### src/rtl/multdiv_sequencer.sv
// Sequencer for the shared iterative multdiv unit in the X stage: latches operands,
// issues one start pulse, stalls until done. Optional BUSY timeout via MDSEQ_TIMEOUT_EN.
module multdiv_sequencer #(
  parameter int unsigned DATA_W         = 32,
  parameter int unsigned CNT_W          = 6,
  parameter int unsigned TIMEOUT_CYCLES = 40
) (
  input  logic              clock,
  input  logic              reset,
  input  logic              req_valid,
  input  logic              req_is_div,
  input  logic [DATA_W-1:0] req_opA,
  input  logic [DATA_W-1:0] req_opB,
  input  logic              flush,
  output logic              ctrl_MULT,
  output logic              ctrl_DIV,
  output logic [DATA_W-1:0] md_opA,
  output logic [DATA_W-1:0] md_opB,
  input  logic              md_resultRDY,
  input  logic [DATA_W-1:0] md_result,
  input  logic              md_exception,
  output logic              stall,
  output logic              result_valid,
  output logic [DATA_W-1:0] result,
  output logic              exception,
  output logic [DATA_W-1:0] err_code,
  output logic [CNT_W-1:0]  busy_cycles
);

  typedef enum logic [1:0] {
    IDLE  = 2'b00,
    ISSUE = 2'b01,
    BUSY  = 2'b10,
    DONE  = 2'b11
  } state_t;

`ifdef MDSEQ_TIMEOUT_EN
  localparam bit TIMEOUT_EN = 1'b1;
`else
  localparam bit TIMEOUT_EN = 1'b0;
`endif

  localparam int unsigned       CNT_MAX     = (32'd1 << CNT_W) - 32'd1;
  // A timeout beyond the saturating counter range clamps to the counter maximum.
  localparam logic [CNT_W-1:0]  TIMEOUT_CNT = (TIMEOUT_CYCLES > CNT_MAX) ? '1 : CNT_W'(TIMEOUT_CYCLES);
  localparam logic [DATA_W-1:0] ERR_MULT    = DATA_W'(4);
  localparam logic [DATA_W-1:0] ERR_DIV     = DATA_W'(5);

  state_t             state_q, state_d;
  logic [DATA_W-1:0]  op_a_q, op_b_q;
  logic               is_div_q;
  logic [CNT_W-1:0]   cnt_q, cnt_inc;
  logic               latch_en, cnt_clr, cnt_en;
  logic               capture, abort, timeout_hit, exc_next;

  assign md_opA  = op_a_q;
  assign md_opB  = op_b_q;
  assign cnt_inc = (cnt_q == '1) ? cnt_q : cnt_q + 1'b1;

  // cnt_inc is the BUSY cycle count including the current cycle.
  always_comb begin
    timeout_hit = TIMEOUT_EN && (cnt_inc >= TIMEOUT_CNT);
  end

  always_comb begin
    state_d      = state_q;
    stall        = 1'b0;
    ctrl_MULT    = 1'b0;
    ctrl_DIV     = 1'b0;
    result_valid = 1'b0;
    latch_en     = 1'b0;
    cnt_clr      = 1'b0;
    cnt_en       = 1'b0;
    capture      = 1'b0;
    abort        = 1'b0;
    exc_next     = 1'b0;
    unique case (state_q)
      IDLE: begin
        if (req_valid && !flush) begin
          stall    = 1'b1;
          latch_en = 1'b1;
          state_d  = ISSUE;
        end
      end
      ISSUE: begin
        stall     = 1'b1;
        ctrl_MULT = !is_div_q;
        ctrl_DIV  = is_div_q;
        cnt_clr   = 1'b1;
        state_d   = flush ? IDLE : BUSY;
      end
      BUSY: begin
        stall  = 1'b1;
        cnt_en = 1'b1;
        // flush beats completion; completion beats timeout.
        if (flush) begin
          state_d = IDLE;
        end else if (md_resultRDY) begin
          capture  = 1'b1;
          exc_next = md_exception;
          state_d  = DONE;
        end else if (timeout_hit) begin
          abort    = 1'b1;
          exc_next = 1'b1;
          state_d  = DONE;
        end
      end
      DONE: begin
        result_valid = 1'b1;
        state_d      = IDLE;
      end
      default: state_d = IDLE;
    endcase
  end

  always_ff @(posedge clock) begin
    if (reset) begin
      state_q     <= IDLE;
      op_a_q      <= '0;
      op_b_q      <= '0;
      is_div_q    <= 1'b0;
      cnt_q       <= '0;
      result      <= '0;
      exception   <= 1'b0;
      err_code    <= '0;
      busy_cycles <= '0;
    end else begin
      state_q <= state_d;
      if (latch_en) begin
        op_a_q   <= req_opA;
        op_b_q   <= req_opB;
        is_div_q <= req_is_div;
      end
      if (cnt_clr) begin
        cnt_q <= '0;
      end else if (cnt_en) begin
        cnt_q <= cnt_inc;
      end
      if (capture || abort) begin
        busy_cycles <= cnt_inc;
        exception   <= exc_next;
        result      <= exc_next ? '0 : md_result;
        err_code    <= exc_next ? (is_div_q ? ERR_DIV : ERR_MULT) : '0;
      end
    end
  end

`ifndef SYNTHESIS
  a_onehot_start: assert property (@(posedge clock) disable iff (reset)
    !(ctrl_MULT && ctrl_DIV));
  a_single_pulse: assert property (@(posedge clock) disable iff (reset)
    (ctrl_MULT || ctrl_DIV) |=> !(ctrl_MULT || ctrl_DIV));
`endif

endmodule
### config.mk
export PLATFORM = sky130hd
export DESIGN_NAME = multdiv_sequencer
export DESIGN_NICKNAME = d
export VERILOG_FILES = /design/src/rtl/multdiv_sequencer.sv
export SDC_FILE = /design/constraint.sdc
export NUM_CORES = 1
export LEC_CHECK = 0
export ABC_AREA = 1
export BUFFER_PORTS_ARGS = -buffer_cell sky130_fd_sc_hd__buf_2
export CAP_MARGIN = 5
export CORE_UTILIZATION = 35
export DETAILED_ROUTE_END_ITERATION = 10
export PLACE_DENSITY = 0.65
export SYNTH_ARGS = -nofsm -noshare
export SYNTH_HDL_FRONTEND = slang
export SYNTH_SLANG_ARGS = --single-unit
### constraint.sdc
create_clock -name clock -period 3.8 [get_ports clock]
set_clock_uncertainty 0.1 [all_clocks]
set_input_delay 0.57 -clock clock [delete_from_list [all_inputs] [get_ports clock]]
set_output_delay 0.57 -clock clock [all_outputs]
set_load 0.01 [all_outputs]
-- Yosys cells after proc, flatten, opt, wreduce, memory -nomap -nowiden
Index checks and enable logic that the tools add are counted.
- bits in registers: 144
- input bits: 103
- output and inout port bits: 139
- logic and storage cells: 46
- $add $sub $neg: 1
- equal/unequal tests: 6
- mux-type cells: 23
- reduce and logical (&&, ||, !) cells: 7
- operators by type and width (kind ; count):
    2-to-1 mux 32 bit ; 1
    2-to-1 mux 1 bit ; 14
    2-to-1 mux 2 bit ; 4
    one-hot mux 2 bit (4 select lines) ; 1
    adder 6 x 1 -> 6 bit, second input constant ; 1
    equality test 6 bit, second input constant ; 1
    2-to-1 mux 6 bit ; 1
    equality test 2 bit, second input constant ; 2
    OR reduction 2 bit ; 2
    2-to-1 mux 3 bit ; 1
    != test 3 bit, second input constant ; 1
    equality test 2 x 1 -> 1 bit, second input constant ; 1
    zero test 1 bit ; 2
    zero test 2 bit ; 1
    != test 2 bit, second input constant ; 1
    one-hot mux 1 bit (2 select lines) ; 1
    AND reduction 2 bit ; 1
    logical AND 1 bit ; 1

-- Logic depth before layout (Yosys ltp)
Gate-level depths: netlist of the first run.
- depth after elaboration: 4
- depth in mapped cells: 9
- gate-level depth less buffers: 8

-- Worst setup path before layout of the first run
Ideal clock, no wire load.
- path kind: input to output
- start point: input req_valid
- end point: output stall
- data arrival time: 1.262 ns
- slack: 1.868 ns
- cell stages on the path: 5
- path buffers: 1
- path through: inv_1 -> nor2_1 -> nand2_1 -> clkbuf_1 -> a21oi_1
- longest elaborated chain between the ends: 3
- ends and longest elaborated chain (element ; line ; text):
    start, declared ; 10 ; input logic req_valid,
    logical AND 1 bit ; 79 ; if (req_valid && !flush) begin
    2-to-1 mux 1 bit ; 79 ;
    one-hot mux 1 bit (2 select lines) ; 77 ; unique case (state_q)
    end, declared ; 22 ; output logic stall,
Every way passes these cells.

-- Final worst setup path of the first run
- start point: register state_q[1]
- end point: output stall
- longest elaborated chain between the ends: 3
- elaborated cells between the ends (all ways): 5
- those cells by class: eq/ne (2); mux (1); reduce/logical (2)
- ends and longest elaborated chain (element ; line ; text):
    start, declared ; 49 ; state_t state_q, state_d;
    start signal, assigned ; 128 ; state_q <= state_d;
    equality test 2 bit / equality test 2 x 1 -> 1 bit (equally long branches) ; 77 ;
    OR reduction 2 bit (no source line) ; - ;
    one-hot mux 1 bit (2 select lines) (*) ; 77 ;
Mark *: on every way between the ends. The rest lies on a longest branch, timed or not.

==> flow_summary.toml, run 1 <==
[timing]
max-slew-margin-rel = 0.423
fin_crit_ns = 2.20
finalMaxSlewViolations = 0
fmax_mhz = 454
tightestPinTransition_ns = 0.863
rsz0062_at_grt = "no"
period_share = 0.580
finalSetupViolCount = 0
fin_tns_setup_ns = 0
hold_viol = 0

[detailed_routing]
drc_errors = 0
via_count = 4444
drtAntennaViolNets = 0
via_per_inst = 4.60
drtIter0Drc = 224
drt-pass1-iter-count = 4
drt-wirelength-per-cell_microns = 12.7
wl_mm = 12.2

[synthesis]
synthCells = 589
syn_area_per_cell_sq_um = 7.71
ys_types = 23
ys_ff_latch = 113
synth.yosys.warnings = 0
ys_seq_area_frac = 0.498
syn_area_sq_um = 4540

[clocking]
clockRootBuffer = "clkbuf_16"
ctsResizeCount = 0
cts_tree = "done"
path_clk_slew_ns = 0.05
cts_setup_buffers = 0
numCtsBuffers = 17
clock_latency_ns = 0.40
cts_htree_levels = 4
clkSinkCount = 113
cts_buffer_depth = 2
holdBufCountCts = 0

[global_routing]
overflow = 0
grtUsageTotal = 0.180
first_global_vias = 3875
antenna_found_initial = 0
grt_pass1_wl_mm = 18.9
grt_max_degree = 67

[power]
p_leak_nw = 2.88
p_per_area_nw_per_um2 = 622
ir_worst_vdd_mv = 0.351

[setup_path]
crit_path_end_kind = "output pin"
criticalPathCategory = "reg -> out"
cp-start-kind = "flop"
arrival_ns = 1.53
worstPathRequired_ns = 3.13
path_max_fanout = 4

[place]
io_buffers = 211
dpl_cell_area_sq_um = 5560
hpwl_mm = 7.89
gp_congestion = 0.779
placedCellCount = 935

[finish]
fin_nets = 891
drive_above_1_share = 0.315
area_growth_pct = 34.5
n_antenna_cell = 0
fin_area_sq_um = 6110
instances_no_fill = 966
utilization = 0.484

[job]
drv_cap = 0

[hold_path]
hold_path.class = "in -> reg"

[die]
die_y_microns = 116
num_rows = 41
die-width_microns = 116
die_area_sq_um = 13400
start_util = 0.360
coreArea_sq_um = 12600
ios = 242

[status]
status = "complete, no violations"
-- worst max-delay path, cell delays in order (launching register included) --
cell and delay [ns]:
dfxtp_1 0.38, inv_1 0.10, ha_2 0.33, inv_1 0.04, a21oi_1 0.14, buf_2 0.15
-- area by class of cell --
class	count	area, sq um
timing repair buffer	216	1100
multi-input combinational	408	1890
clock inverter	5	52.6
clock buffer	26	499
inverter	26	97.6
sequential	113	2260
tap	172	215
fill	1292	6510
-- cells in the final DEF (no fill, tap or decap), drive strengths merged --
| master | instances |
|---|---|
| ha | 6 |
| nor2 | 14 |
| nor3b | 1 |
| a21oi | 110 |
| o21a | 3 |
| o21bai | 1 |
| xnor2 | 1 |
| nand3b | 1 |
| bufinv | 1 |
| nand4 | 1 |
| clkinvlp | 1 |
| o21ai | 9 |
| clkbuf | 26 |
| nand2 | 155 |
| nand3 | 76 |
| buf | 216 |
| dfxtp | 113 |
| clkinv | 3 |
| inv | 26 |
| conb | 30 |
-- registers in the layout (all words and copies together) (netlist names) --
name,cells
busy_cycles,6
cnt_q,6
err_code,2
is_div_q,1
md_opA,32
md_opB,32
result,32
state_q,2
-- final timing paths --
kind / startpoint / endpoint / slack, ns / depth (start not counted)
min: md_result[18] / result[18] / 0.31 / 3
max: state_q[1] / stall / 1.60 / 5
min reg2reg: md_opB[28] / md_opB[28] / 0.35 / 2
max reg2reg: state_q[0] / result[15] / 1.63 / 7
-- layer usage --
layer,GRT usage,part of all wire,up-vias
li1,-,-,2251
met1,0.228,0.45,2006
met2,0.274,0.47,175
met3,0.0690,0.076,12
met4,0.0735,0.010,0
met5,0,0,-
-- stage by stage --
step | total power, mW | setup slack (ns) | hold WS (ns)
3_3_place_gp | 2.34 | 1.53 | 0.346
5_1_grt | 4.02 | 1.37 | 0.303
6_report | 3.80 | 1.60 | 0.309
3_5_place_dp | 2.35 | 1.46 | 0.349
4_1_cts | 3.84 | 1.56 | 0.289
2_1_floorplan | 2.06 | 1.87 | 0.367
-- Yosys cell counts, drive strengths merged --
| master | n | area [sq um] |
|---|---|---|
| nand2 | 155 | 582 |
| nor2 | 14 | 55.1 |
| nand3 | 76 | 385 |
| nand4 | 1 | 6.26 |
| clkbuf | 20 | 75.1 |
| o21bai | 1 | 7.51 |
| o21a | 3 | 22.5 |
| nand3b | 1 | 7.51 |
| ha | 6 | 75.1 |
| dfxtp | 113 | 2260 |
| conb | 1 | 3.75 |
| a21oi | 110 | 562 |
| inv | 26 | 97.6 |
| o21ai | 9 | 45.0 |
| nor3b | 1 | 7.51 |
| buf | 51 | 340 |
| xnor2 | 1 | 8.76 |
-- power breakdown --
part           switching, mW  internal [mW]  leakage (nW)
Sequential            0.0847           1.33         0.918
Combinational          0.611          0.306          1.69
Clock                  0.512          0.960         0.270
-- kinds of logic (layout without fill, tap and decap cells) --
family                     Yosys count  after routing  share of synthesized area
and+or+nand+nor                    248            248                      0.230
AOI/OAI and AO/OA                  123            123                      0.140
adders and majority gates            6              6                     0.0165
other                                1             30                   0.000825
buffers and inverters               97            273                      0.113
xor gates and xnor gates             1              1                    0.00193
DFF                                113            113                      0.498
Note: power is estimated with default switching activity, not from simulation.
==> run 2, diff against run 1 <==
--- a/config.mk
+++ b/config.mk
@@ -10,7 +10,7 @@
 export CAP_MARGIN = 5
 export CORE_UTILIZATION = 35
 export DETAILED_ROUTE_END_ITERATION = 10
-export PLACE_DENSITY = 0.65
+export PLACE_DENSITY = 0.67
 export SYNTH_ARGS = -nofsm -noshare
 export SYNTH_HDL_FRONTEND = slang
 export SYNTH_SLANG_ARGS = --single-unit
==> constraint.sdc (replaced) <==
create_clock -name clock -period 2 [get_ports clock]
set_clock_uncertainty 0.1 [all_clocks]
set_input_delay 0.3 -clock clock [delete_from_list [all_inputs] [get_ports clock]]
set_output_delay 0.3 -clock clock [all_outputs]
set_load 0.01 [all_outputs]
==> flow_summary.toml, run 2 (synthesis results as in run 1) <==
[finish]
num-fill-cells = 1280
fin_area_sq_um = 6260
area_growth_pct = 37.9
layout_common_cells = "210 x buf_2, 154 x nand2_1, 112 x dfxtp_1, 109 x a21oi_1, 75 x nand3_1"
drive_above_1_share = 0.323
instances_no_fill = 974
fin_nets = 898
layout_commonest_cell = "buf_2"
multi_input_area_sq_um = 1890
ff_latch_area_sq_um = 2260

[global_routing]
grt_pass1_wl_mm = 18.8
first_global_vias = 3975
overflow = 0
grt_max_degree = 50
antenna_found_initial = 3
grtUsageTotal = 0.183

[timing]
hold_viol = 0
finalMaxSlewViolations = 0
finalSetupViolCount = 0
fin_crit_ns = 1.88
fmax_mhz = 531
rsz0062_at_grt = "no"
finalWorstSetupSlack_ns = 0.118
fin_tns_setup_ns = 0
period_share = 0.941

[clocking]
clock_latency_ns = 0.41
cts_tree = "done"
cts_setup_buffers = 0
holdBufCountCts = 0
clkSinkCount = 113
path_clk_slew_ns = 0.05
clockRootBuffer = "clkbuf_16"
cts_htree_levels = 4
numCtsBuffers = 17
ctsResizeCount = 0
cts_buffer_depth = 2

[setup_path]
worstReg2RegStart = "state_q[0]"
crit_path_end_kind = "output pin"
slowest_delay_ns = 0.32
crit_family = "flip-flops"
path_cells = "inv_1 > ha_2 > nand2_2 > a21oi_1 > buf_2"
r2r_cells = 7
cp-start-kind = "flop"
path_max_fanout = 4
arrival_ns = 1.48
reg2reg_to = "busy_cycles[2]"
worstPathRequired_ns = 1.60
path_buf_inv = 2
r2r_setup_slack_ns = 0.38
criticalPathCategory = "reg -> out"
slowest_stage = "dfxtp_1"

[job]
drv_cap = 0

[detailed_routing]
drt-pass1-iter-count = 7
drc_errors = 0
wl_met3_mm = 1.17
wl_mm = 12.1
via_per_inst = 4.59
drtIter0Drc = 210
top_layer = "met5"
drt-wirelength-per-cell_microns = 12.5
via_count = 4466
drtAntennaViolNets = 0
dr_wl_met2_mm = 5.41
drt-met1-wl_mm = 5.35

[power]
ir_worst_vdd_mv = 0.672
clkPwrFrac = 0.395
p_sw_mw = 2.32
total_power_mw = 7.51
seqPwrFrac = 0.357
p_int_mw = 5.19
p_per_area_nw_per_um2 = 1200
p_leak_nw = 2.96
pwr-share-comb = 0.248
switching_share = 0.308

[place]
io_buffers = 211
dpl_cell_area_sq_um = 5680
placedCellCount = 942
gp_congestion = 0.785
pre_cts_ws_ns = 0.360
hpwl_mm = 8.24

[die]
start_util = 0.360
num_rows = 41
coreArea_sq_um = 12600
die_y_microns = 116
die_area_sq_um = 13400
ios = 242
die-width_microns = 116

[hold_path]
worstHoldEndpoint = "result[16]"
holdPathStages = 3
hold_path.startpoint = "md_result[16]"
hold_path.class = "in -> reg"

[status]
status = "complete, no violations"
-- run 2: changes by cell type in the layout (fill, tap and decap cells not counted) --
cell,change
buf_12,+5
diode_2,+1
bufinv_16,+1
clkbuf_1,-1
dfxtp_2,+1
buf_4,+2
clkbuf_8,+1
dfxtp_1,-1
clkinvlp_4,-1
-- run 2: per-layer routing --
layer / vias to the layer above / GRT usage
li1: 2273 / -
met1: 1990 / 0.212
met2: 183 / 0.287
met3: 18 / 0.0915
met4: 2 / 0.0692
met5: - / 0
-- run 2: metrics by stage --
| step | hold WS (ns) | utilization |
|---|---|---|
| after global placement | 0.346 | 0.450 |
| after detailed placement | 0.349 | 0.450 |
| after floorplan | 0.343 | - |
| after CTS | 0.0136 | 0.496 |
| final | 0.0378 | 0.496 |
| after global routing | 0.0249 | 0.496 |
-- run 2: final cells by class --
cell class,count,area share
Sequential cell,113,0.361
Multi-Input combinational cell,408,0.302
Timing Repair Buffer,223,0.193
Clock buffer,26,0.0813
Tap cell,172,0.0344
Inverter,26,0.0156
Clock inverter,5,0.0120
Antenna cell,1,0.000400
-- run 2: worst max path at each step --
stage | start | end | slack (ns) | cells past startpoint
5_1_grt | state_q[0] | stall | 0.02 | 5
6_report | state_q[0] | stall | 0.12 | 5
4_1_cts | state_q[1] | stall | 0.05 | 5
3_3_place_gp | state_q[0] | busy_cycles[2] | 0.41 | 7
3_5_place_dp | state_q[0] | busy_cycles[2] | 0.36 | 7
2_1_floorplan | state_q[0] | stall | 0.46 | 5
-- run 2: worst register-to-register path: stages (launching register included) --
cell     delay, ns
dfxtp_1       0.35
inv_1         0.10
ha_1          0.24
nand3_2       0.15
buf_4         0.34
a21oi_1       0.10
o21ai_0       0.08
inv_1         0.06
-- run 2: power by group through the flow --
stage               clock network (mW)  logic, mW  registers (mW)
global route                      3.14       2.09            2.71
global placement                     0       1.87            2.72
floorplan                            0       1.11            2.80
detailed placement                   0       1.87            2.72
finish                            2.97       1.86            2.68
CTS                               3.04       1.88            2.68
==> run 3, diff against run 2 <==
--- a/config.mk
+++ b/config.mk
@@ -5,12 +5,11 @@
 export SDC_FILE = /design/constraint.sdc
 export NUM_CORES = 1
 export LEC_CHECK = 0
-export ABC_AREA = 1
 export BUFFER_PORTS_ARGS = -buffer_cell sky130_fd_sc_hd__buf_2
 export CAP_MARGIN = 5
 export CORE_UTILIZATION = 35
 export DETAILED_ROUTE_END_ITERATION = 10
-export PLACE_DENSITY = 0.67
+export PLACE_DENSITY_LB_ADDON = 0.15
 export SYNTH_ARGS = -nofsm -noshare
 export SYNTH_HDL_FRONTEND = slang
 export SYNTH_SLANG_ARGS = --single-unit
==> flow_summary.toml, run 3 <==
[timing]
fmax_mhz = 536
hold_viol = 0
finalSetupViolCount = 0
finalMaxSlewViolations = 0
period_share = 0.933
fin_crit_ns = 1.87
fin_tns_setup_ns = 0
rsz0062_at_grt = "no"

[synthesis]
ys_types = 45
yosysTopAreaCellShare = 0.508
synthCells = 527
syn_area_sq_um = 4450
synth.yosys.warnings = 0
synth.area.top_cells = "dfxtp_1 51%, nand2_1 12%, a21oi_1 8.2%"
ys_ff_latch = 113
ys_seq_area_frac = 0.508
syn_area_per_cell_sq_um = 8.45
ys_top_cells_by_count = "137 x nand2_1, 113 x dfxtp_1, 73 x a21oi_1"
synthArstFlopShare = 0
yosys.area.top_type = "dfxtp_1"
yosys_most_used_dff = "dfxtp_1"
yosysMostFrequentCell = "nand2_1"
synth_edf_count = 0

[power]
clkPwrFrac = 0.538
p_sw_mw = 1.33
pwr-share-comb = 0.082
ir_worst_vdd_mv = 0.492
switching_share = 0.213
p_int_mw = 4.91
seqPwrFrac = 0.380
p_per_area_nw_per_um2 = 1010
p_leak_nw = 2.87

[clocking]
cts_htree_levels = 4
cts_buffer_depth = 2
cts_tree = "done"
clock_latency_ns = 0.40
holdBufCountCts = 0
clockRootBuffer = "clkbuf_16"
path_clk_slew_ns = 0.05
clkSinkCount = 113
numCtsBuffers = 17

[setup_path]
worstReg2RegStart = "cnt_q[0]"
crit_start = "state_q[1]"
r2r_setup_slack_ns = 0.26
criticalPathCategory = "reg -> out"
arrival_ns = 1.47
r2r_cells = 5
cp-start-kind = "flop"
reg2reg_to = "busy_cycles[1]"
worstPathRequired_ns = 1.60
crit_path_end_kind = "output pin"
path_max_fanout = 5

[die]
num_rows = 40
die-width_microns = 115
die_area_sq_um = 13200
die_y_microns = 115
start_util = 0.365
coreArea_sq_um = 12200
ios = 242

[place]
placedCellCount = 875
io_buffers = 211
hpwl_mm = 7.80
gp_congestion = 0.823

[job]
drv_cap = 0

[detailed_routing]
drt-pass1-iter-count = 4
drtAntennaViolNets = 0
via_count = 4108
drtIter0Drc = 182
via_per_inst = 4.53
wl_mm = 11.2
drt-wirelength-per-cell_microns = 12.4
drc_errors = 0

[hold_path]
holdPathStages = 3
worstHoldEndpoint = "result[11]"
hold_path.class = "in -> reg"
hold_path.startpoint = "md_result[11]"

[finish]
layout_commonest_cell = "buf_2"
layout_common_cells = "210 x buf_2, 137 x nand2_1, 111 x dfxtp_1, 73 x a21oi_1, 47 x nor2_1"
instances_no_fill = 907
fin_nets = 835
n_antenna_cell = 0
area_growth_pct = 38.9
num-fill-cells = 1207
drive_above_1_share = 0.365

[global_routing]
grtUsageTotal = 0.168
overflow = 0
grt_pass1_wl_mm = 17.0
antenna_found_initial = 0
grt_max_degree = 66
first_global_vias = 3650

[status]
status = "complete, no violations"
## run 3: cell count changes after synthesis, moves of 7 or more
cell	change
o21ai_0	-7
nand2_1	-18
a21oi_1	-36
nor2_1	+35
nand3_1	-71
a22oi_1	+32
inv_1	-20
## run 3: kinds of logic after synthesis
| family | after synthesis | share of synthesized area |
|---|---|---|
| mux | 3 | 0.00674 |
| buf+inv | 72 | 0.104 |
| xor+xnor | 2 | 0.00393 |
| other cells | 1 | 0.000842 |
| flops | 113 | 0.508 |
| simple gates | 213 | 0.201 |
| compound gates | 117 | 0.159 |
| fa+ha+maj | 6 | 0.0169 |
## run 3: how the worst max path moves through the flow
stage	to	cells past startpoint	slack, ns
after global routing	stall	7	0.03
after CTS	stall	7	0.003
after global placement	is_div_q	7	0.34
after detailed placement	busy_cycles[1]	5	0.27
final	stall	7	0.13
after floorplan	stall	7	0.29
## run 3: final cells by class
cell class / instances / area (sq um) / share of cell area
inverters: 4 / 15.0 / 0.00243
well taps: 168 / 210 / 0.0340
clock buffers: 23 / 498 / 0.0805
flip-flops and latches: 113 / 2260 / 0.366
multi-input cells: 371 / 1860 / 0.300
clock inverters: 9 / 175 / 0.0283
repair buffers: 219 / 1170 / 0.189
## run 3: layer usage
metal | vias to the layer above | part of all wire | track usage
li1 | 2084 | - | -
met1 | 1847 | 0.41 | 0.183
met2 | 168 | 0.48 | 0.285
met3 | 9 | 0.093 | 0.0770
met4 | 0 | 0.011 | 0.0701
met5 | - | 0 | 0
## run 3: per-stage QoR
step	worst slack [ns]	hold WS [ns]	util	total power, mW	area (sq um)
5_1_grt	0.0259	0.0150	0.507	6.50	6190
3_3_place_gp	0.345	0.339	0.450	2.92	5500
6_report	0.134	0.0280	0.507	6.24	6190
3_5_place_dp	0.267	0.345	0.450	2.93	5500
2_1_floorplan	0.293	0.336	-	2.75	4560
4_1_cts	0.00273	0.000495	0.506	6.33	6170
## run 3: power by group through the flow
stage / Sequential (mW) / Combinational, mW / Clock, mW
finish: 2.37 / 0.511 / 3.36
global placement: 2.41 / 0.507 / 0
floorplan: 2.45 / 0.299 / 0
detailed placement: 2.42 / 0.513 / 0
global route: 2.38 / 0.573 / 3.55
CTS: 2.37 / 0.514 / 3.45
## run 3: repair_timing
action | CTS | global route
endpoints found under the setup margin | 1 | 1
resized for setup | 2 | 4
buffers inserted | 0 | 0
pin swaps | 0 | 1
hold endpoints to repair | 0 | 0
## run 3: worst max-delay path, cell delays in order, from the launching register on
cell and delay (ns):
dfxtp_2 0.35, inv_2 0.09, ha_4 0.15, inv_1 0.07, nor2_4 0.14, nor2_1 0.05
nor2_1 0.08, buf_2 0.15
